<file path="src/rtl/mult_div_unit.sv">
// Iterative signed multiply/divide unit producing HI/LO for the multicycle CPU.
// Radix-2 Booth multiply and restoring magnitude divide, one step per clock.
module mult_div_unit #(
  parameter int WIDTH = 32
) (
  input  logic             clk,
  input  logic             rst,
  input  logic             start,
  input  logic             div_or_m,
  input  logic [WIDTH-1:0] a,
  input  logic [WIDTH-1:0] b,
  output logic [WIDTH-1:0] hi,
  output logic [WIDTH-1:0] lo,
  output logic             busy,
  output logic             done,
  output logic             div_zero
);

  localparam int              CntW     = $clog2(WIDTH) + 1;
  localparam logic [CntW-1:0] LastStep = CntW'(WIDTH - 1);

  typedef enum logic [2:0] {IDLE, MULT, DIV, FIX, DONE} stateT;

  stateT state;
  stateT stateNext;

  logic [CntW-1:0]  count;
  logic [WIDTH:0]   accP;     // Booth partial product with guard bit, or remainder
  logic [WIDTH-1:0] accQ;     // Booth multiplier, or dividend shifting into quotient
  logic             qMinus1;
  logic [WIDTH-1:0] opB;      // multiplicand for Booth, |divisor| for divide
  logic             isDiv;
  logic             divZero;
  logic             negQuo;
  logic             negRem;

  logic [WIDTH-1:0] aMag;
  logic [WIDTH-1:0] bMag;
  logic             bIsZero;
  logic [WIDTH:0]   boothSum;
  logic [WIDTH:0]   trial;
  logic             trialFits;
  logic [WIDTH-1:0] quoFixed;
  logic [WIDTH-1:0] remFixed;

  // Magnitude of the most negative value wraps to itself, which is the
  // correct unsigned magnitude.
  assign aMag    = a[WIDTH-1] ? -a : a;
  assign bMag    = b[WIDTH-1] ? -b : b;
  assign bIsZero = (b == '0);

  // NOTE: every signal assigned in an always_comb gets a default first, so no
  // path through the case can leave it unassigned and infer a latch.
  always_comb begin
    boothSum = accP;
    case ({accQ[0], qMinus1})
      2'b01:   boothSum = accP + {opB[WIDTH-1], opB};
      2'b10:   boothSum = accP - {opB[WIDTH-1], opB};
      default: boothSum = accP;
    endcase
  end

  assign trial     = {accP[WIDTH-1:0], accQ[WIDTH-1]};
  assign trialFits = (trial >= {1'b0, opB});

  assign quoFixed = negQuo ? -accQ : accQ;
  assign remFixed = negRem ? -accP[WIDTH-1:0] : accP[WIDTH-1:0];

  always_comb begin
    stateNext = state;
    case (state)
      IDLE: begin
        if (start) begin
          // Divide by zero skips iteration but still takes one FIX cycle so
          // done lands one edge after the request.
          if (div_or_m && bIsZero) stateNext = FIX;
          else if (div_or_m)       stateNext = DIV;
          else                     stateNext = MULT;
        end
      end
      MULT, DIV: begin
        if (count == LastStep) stateNext = FIX;
      end
      FIX:     stateNext = DONE;
      DONE:    stateNext = IDLE;
      default: stateNext = IDLE;
    endcase
  end

  // NOTE: sequential state uses non-blocking assignments only, so every
  // register samples the pre-edge values regardless of statement order.
  always_ff @(posedge clk) begin
    if (rst) state <= IDLE;
    else     state <= stateNext;
  end

  // NOTE: working registers carry no reset; they are always loaded at start
  // before being used, and the outputs depend only on state and hi/lo.
  always_ff @(posedge clk) begin
    case (state)
      IDLE: begin
        if (start) begin
          isDiv   <= div_or_m;
          divZero <= div_or_m && bIsZero;
          negQuo  <= a[WIDTH-1] ^ b[WIDTH-1];
          negRem  <= a[WIDTH-1];
          accP    <= '0;
          qMinus1 <= 1'b0;
          accQ    <= div_or_m ? aMag : a;
          opB     <= div_or_m ? bMag : b;
        end
      end
      MULT: begin
        accP    <= {boothSum[WIDTH], boothSum[WIDTH:1]};
        accQ    <= {boothSum[0], accQ[WIDTH-1:1]};
        qMinus1 <= accQ[0];
      end
      DIV: begin
        accP <= trialFits ? (trial - {1'b0, opB}) : trial;
        accQ <= {accQ[WIDTH-2:0], trialFits};
      end
      default: ;
    endcase
  end

  always_ff @(posedge clk) begin
    if (rst) begin
      count <= '0;
      hi    <= '0;
      lo    <= '0;
    end else begin
      if (state == MULT || state == DIV) count <= count + CntW'(1);
      else                               count <= '0;

      if (state == FIX && !divZero) begin
        if (isDiv) begin
          hi <= remFixed;
          lo <= quoFixed;
        end else begin
          hi <= accP[WIDTH-1:0];
          lo <= accQ;
        end
      end
    end
  end

  assign busy     = (state == MULT) || (state == DIV) || (state == FIX);
  assign done     = (state == DONE);
  assign div_zero = (state == DONE) && divZero;

endmodule

</file>
<file path="config.mk">
export PLATFORM = sky130hd
export DESIGN_NAME = mult_div_unit
export DESIGN_NICKNAME = d
export VERILOG_FILES = /design/src/rtl/mult_div_unit.sv
export SDC_FILE = /design/constraint.sdc
export NUM_CORES = 1
export LEC_CHECK = 0
export BUFFER_PORTS_ARGS = -buffer_cell sky130_fd_sc_hd__buf_2
export CORE_AREA = 4 4 240 242
export CTS_BUF_LIST = sky130_fd_sc_hd__clkbuf_4 sky130_fd_sc_hd__clkbuf_8
export DETAILED_ROUTE_END_ITERATION = 16
export DIE_AREA = 0 0 244 246
export PLACE_DENSITY = 0.5
export REMOVE_ABC_BUFFERS = 1
export SETUP_SLACK_MARGIN = 0.3
export SYNTH_ARGS = -nofsm -noshare
export SYNTH_HDL_FRONTEND = slang
export SYNTH_SLANG_ARGS = --single-unit
</file>
<file path="constraint.sdc">
create_clock -name clk -period 6.75 [get_ports clk]
set_clock_uncertainty 0.2 [all_clocks]
set_input_delay 1.35 -clock clk [delete_from_list [all_inputs] [get_ports clk]]
set_output_delay 1.35 -clock clk [all_outputs]
set_load 0.005 [all_outputs]
</file>
# Word-level counts from Yosys, hierarchy flattened

Index checks and enable logic that the tools add are counted.

Add/subtract/negate cells: 8
Magnitude comparators: 1
Eq/ne operators: 9
Muxes and demuxes: 21
Bitwise operators: 2
Reductions and logical operators: 16

Operators with widths:

| cell                                                                   | count |
|---|---|
| 32-bit 2-to-1 mux                                                      | 9 |
| 32-bit negation                                                        | 4 |
| 33-bit case mux with 3 select lines                                    | 1 |
| 32-bit case mux with 3 select lines                                    | 1 |
| 33-bit 2-to-1 mux                                                      | 2 |
| 33-bit case mux with 2 select lines                                    | 1 |
| 33-bit adder                                                           | 1 |
| 33-bit by 32-bit >= comparator with 1-bit output                       | 1 |
| 33-bit by 32-bit subtractor with 33-bit output                         | 1 |
| 33-bit subtractor                                                      | 1 |
| 32-bit zero test                                                       | 1 |
| 3-bit case mux with 3 select lines                                     | 1 |
| 2-bit AND reduction                                                    | 4 |
| 6-bit by 1-bit adder with 6-bit output (second input constant)         | 1 |
| 3-bit by 2-bit equality test with 1-bit output (second input constant) | 2 |
| 6-bit by 5-bit equality test with 1-bit output (second input constant) | 1 |
| 3-bit 2-to-1 mux                                                       | 2 |
| 2-bit 2-to-1 mux                                                       | 2 |
| 2-bit inequality test (second input constant)                          | 2 |
| 2-bit OR reduction                                                     | 2 |
| 3-bit by 1-bit equality test with 1-bit output (second input constant) | 1 |
| 3-bit equality test (second input constant)                            | 1 |
| 1-bit logical AND                                                      | 3 |
| 3-bit zero test                                                        | 1 |
| 10 further kinds                                                       | 11 |

Bits in registers: 175
Input bits: 68
Output and inout bits: 67
Word-level logic and storage cells: 69

# Depth between registers and ports, before layout

Depth in word-level cells: 5
Gate-level depth with buffers: 19
Mapped depth without buffers: 19

# Least setup slack after synthesis

Ideal clock, no wire load.

Path kind: input-to-reg
Start: input port start
End: register qMinus1, enable pin
Arrival: 5.580 ns
Required time: 6.241 ns
Setup slack: 0.661 ns
Stages: 2
Path buffers: 0
Cells stage by stage: nor4b_1 or2_2

Longest elaborated chain between the ends: 2

Ends and longest elaborated chain:

| what                                   | RTL line | RTL |
|---|---|---|
| start, declared                        | 8        | `input logic start,` |
| 2-bit inequality test (no source line) | -        |  |
| 2-bit AND reduction (no source line)   | -        |  |
| end signal, assigned                   | 116      | `qMinus1 <= accQ[0];` |
| end, declared                          | 30       | `logic qMinus1;` |

No other way between the ends.
A chain may end at the register's enable or synchronous reset.

# Worst setup path in the final report

Start: register opB[1]
End: register accP[31] (data pin)

Longest elaborated chain between the ends: 3
Elaborated cells between the ends (all ways): 7

Ends and longest elaborated chain:

| what                                                                            | RTL line | RTL |
|---|---|---|
| start, declared                                                                 | 31       | `logic [WIDTH-1:0] opB;` |
| start signal, assigned                                                          | 110      | `opB <= div_or_m ? bMag : b;` |
| 33-bit subtractor (tied with other cells)                                       | 58       | `2'b10: boothSum = accP - {opB[WIDTH-1], opB};` |
| 33-bit case mux with 2 select lines / 33-bit 2-to-1 mux (equally long branches) | 56, 119  |  |
| 33-bit case mux with 3 select lines *                                           | 100      | `case (state)` |
| end signal, assigned                                                            | 114      | `accP <= {boothSum[WIDTH], boothSum[WIDTH:1]};` |
| end signal, assigned                                                            | 119      | `accP <= trialFits ? (trial - {1'b0, opB}) : trial;` |
| end, declared                                                                   | 28       | `logic [WIDTH:0] accP;` |

Every way passes the cells marked *; elsewhere a longest branch is shown, timed or not.

==> flow_summary_export.csv <==
group,metric,value,unit
route,remaining_drc_errors,0,
cells_and_area,layout-drive-gt1-share,12.0,%
grt,grt_pass1_wl,67.3,mm
clocking,cts_setup_buffers,0,
worst_setup_path,crit_type,"reg2reg",
yosys,seq_area_frac_synth,32.9,%
route,dr_total_vias,12473,
grt,grt-ovfl-total,0,
route,via_per_inst,5.06,
hold_path,whs_path_depth,2,
yosys,ys.flop_type,"edfxtp_1",
status,status,"completed",
hold_path,holdPathEnd,"hi[0]",
pwr,p_leak,5.87,nW
floorplan,die_x,244,um
worst_setup_path,cp-end-kind,"flip-flop",
worst_setup_path,crit_fanout,7,
clocking,clock_latency,530,ps
timing,setup_viol,0,
grt,grt_pass1_vias,11907,
yosys,netlist_area,0.0138,mm^2
yosys,ys_types,76,
timing,max_freq,199,MHz
cells_and_area,area_delta_synth_final,13.2,%
clocking,numCtsBuffers,17,
grt,grt_use_total,14.1,%
worst_setup_path,arrival,5090,ps
clocking,clock_path_buffers,2,
clocking,holdBufCountCts,0,
pwr,intPower,3.94,mW
worst_setup_path,rr_worst_depth,17,
timing,max-slew-margin-rel,37.1,%
floorplan,die_y,246,um
timing,fin_crit_sh,74.6,%
timing,worst-slew-pin-transition,941,ps
hold_path,worstHoldStart,"hi[0]",
yosys,avgSynthCellArea,8.49,um^2
worst_setup_path,reg2reg_slack,1710,ps
cells_and_area,layout.cells.non_filler,2466,
timing,final_hold_viol_count,0,
clocking,clk_pin_slew_worst_paths,110,ps
yosys,ys_seq_elements,175,
route,drt-total-wl,43.6,mm
cells_and_area,final_nets,1845,
worst_setup_path,r2r-end,"accP[31]",
clocking,cts_resized,0,
timing,layout_setup_ws,1710,ps
worst_setup_path,r2r-start,"opB[1]",
pwr,switching_power,4.10,mW
worst_setup_path,worst_ep_required_time,6800,ps
pwr,seqPwrFrac,26.5,%
yosys,synth_top_cell_area_share,22.3,%
route,first_pass_iters,5,
clocking,cts_tree,"yes",
pwr,ir_drop,0.188,mV
place,dp_hpwl,33.6,mm
timing,period_minus_slack,5040,ps
place,io_buffers,134,
pwr,power_density,516,mW/mm^2
yosys,yosysMostFrequentCell,"nor2_1",
yosys,synthTopCellsByCount,"nor2_1 (180), a21oi_1 (128), xnor2_1 (128), edfxtp_1 (102), o21ai_0 (101)",
route,dr.first_iter.drc_count,938,
route,final_antenna_net_count,0,
worst_setup_path,startpoint_type,"flip-flop",
yosys,yosys_warnings,0,
yosys,ys_async_sr_fraction,0,%
pwr,clockPowerShare,9.4,%
floorplan,core-area,0.0551,mm^2
pwr,combPwrFrac,64.1,%
place,dp.cells,2433,
yosys,synthTopCellsByArea,"edfxtp_1 (22%), dfxtp_1 (11%), xnor2_1 (8.1%), ha_1 (6.5%), nor2_1 (4.9%)",
grt,antenna_found_initial,1,
clocking,root_buffer,"clkbuf_8",
place,finalWeightedCongestion,0.883,
timing,slew_viol_final,0,
route,wl_per_cell,17.7,um
grt,grt_max_degree,96,
floorplan,die_area,0.0600,mm^2
clocking,cts_sinks,175,
pwr,sw_frac_of_total,51.0,%
timing,rsz0062_at_grt,"no",
floorplan,start_util,25.0,%
yosys,syn_inst,1622,
worst_setup_path,crit_start,"opB[1]",
flow_run,maxCapViolCount,0,
place,dp_slack,1750,ps
cells_and_area,fillCellCount,5924,
yosys,synth_top_area_cell,"edfxtp_1",
yosys,synth_edf_count,102,
clocking,htreeDepth,4,
hold_path,hold_class,"reg2reg",
floorplan,row_count,86,
floorplan,io_pins,135,
==> logic make-up (layout without fill, tap and decap cells) <==
family | count (synthesis) | in the layout | share of synthesized area [%]
xor gates and xnor gates | 205 | 205 | 13.0
adders and majority gates | 73 | 73 | 6.75
buffers and inverters | 145 | 240 | 4.01
AOI/OAI and AO/OA | 505 | 505 | 23.5
DFF | 175 | 175 | 32.9
and+or+nand+nor | 487 | 487 | 17.5
muxes | 32 | 32 | 2.35
other | 0 | 1 | 0
==> through the flow <==
| step | area (um^2) | power, mW | setup TNS (ps) | hold WS [ps] | utilization [%] |
|---|---|---|---|---|---|
| global placement | 15200 | 7.20 | 0 | 245 | 27.5 |
| detailed placement | 15200 | 7.23 | 0 | 250 | 27.5 |
| floorplan | 13400 | 5.81 | -57040 | 226 | - |
| CTS | 15600 | 8.01 | 0 | 266 | 28.3 |
| global route | 15600 | 8.71 | 0 | 289 | 28.3 |
| finish | 15600 | 8.04 | 0 | 262 | 28.3 |
==> flip-flops by register name, indices dropped and copies added (netlist names) <==
register / count
hi: 32
accP: 33
isDiv: 1
negQuo: 1
qMinus1: 1
divZero: 1
count: 6
lo: 32
accQ: 32
state: 3
negRem: 1
opB: 32
==> worst max-delay path, cell delays in order, from the launching register on <==
cell,delay (ps)
edfxtp_1,410
inv_1,170
ha_1,220
nor4b_1,620
and4_1,400
and2_1,200
a21oi_1,90
xnor2_1,140
ha_1,390
and3_1,210
and2_1,170
and2_1,130
o211ai_1,110
a311oi_1,500
o21ai_0,200
mux2_2,310
mux2i_1,180
o221ai_1,130
==> power by group through the flow <==
stage	clock (mW)	sequential [mW]	combinational (mW)
2_1_floorplan	0	1.95	3.86
3_3_place_gp	0	2.13	5.06
3_5_place_dp	0	2.14	5.08
4_1_cts	0.787	2.12	5.10
5_1_grt	0.828	2.17	5.70
6_report	0.759	2.13	5.15
==> cells in the final DEF, fill, tap and decap left out, drive strengths merged, types with 6 or more instances in the layout <==
cell	instances
nor2	180
buf	147
a21oi	129
xnor2	128
o21ai	107
edfxtp	102
nand2	96
xor2	77
dfxtp	73
ha	71
a211oi	68
inv	67
nor3	39
a22oi	34
a31oi	32
mux2i	29
nand3	28
a21o	25
nor4	25
and2	22
and3	18
clkbuf	17
o22ai	16
o31ai	14
nand2b	13
or3	11
or4	11
nand4	10
o21a	10
o41ai	9
nor2b	8
a221o	7
o211ai	7
o21bai	6
a311oi	6
clkinv	6
==> cell type report <==
| cell class | instances | area, um^2 | area share [%] |
|---|---|---|---|
| Inverter | 61 | 229 | 1.47 |
| Timing Repair Buffer | 147 | 768 | 4.93 |
| Tap cell | 748 | 936 | 6.01 |
| Antenna cell | 1 | 2.50 | 0.0161 |
| Sequential cell | 175 | 4520 | 29.0 |
| Multi-Input combinational cell | 1302 | 8710 | 55.9 |
| Clock inverter | 15 | 173 | 1.11 |
| Clock buffer | 17 | 234 | 1.50 |
==> metal layers <==
| metal | part of all wire [%] | vias to the layer above | track usage (%) | wire, um |
|---|---|---|---|---|
| met5 | 0 | - | 0 | 0 |
| met4 | 1.8 | 0 | 3.97 | 786 |
| met3 | 6.0 | 40 | 2.62 | 2630 |
| met2 | 45 | 379 | 22.9 | 19700 |
| met1 | 47 | 5892 | 19.3 | 20500 |
| li1 | - | 6162 | - | - |
==> how the worst max path moves through the flow <==
stage / slack (ps) / endpoint / depth (start not counted)
after CTS: 1730 / accP[31] / 17
after global routing: 1300 / accP[31] / 17
final: 1710 / accP[31] / 17
after floorplan: -1000 / hi[1] / 3
after global placement: 1850 / accP[31] / 17
after detailed placement: 1750 / accP[31] / 17
(Power assumes the default switching activity.)
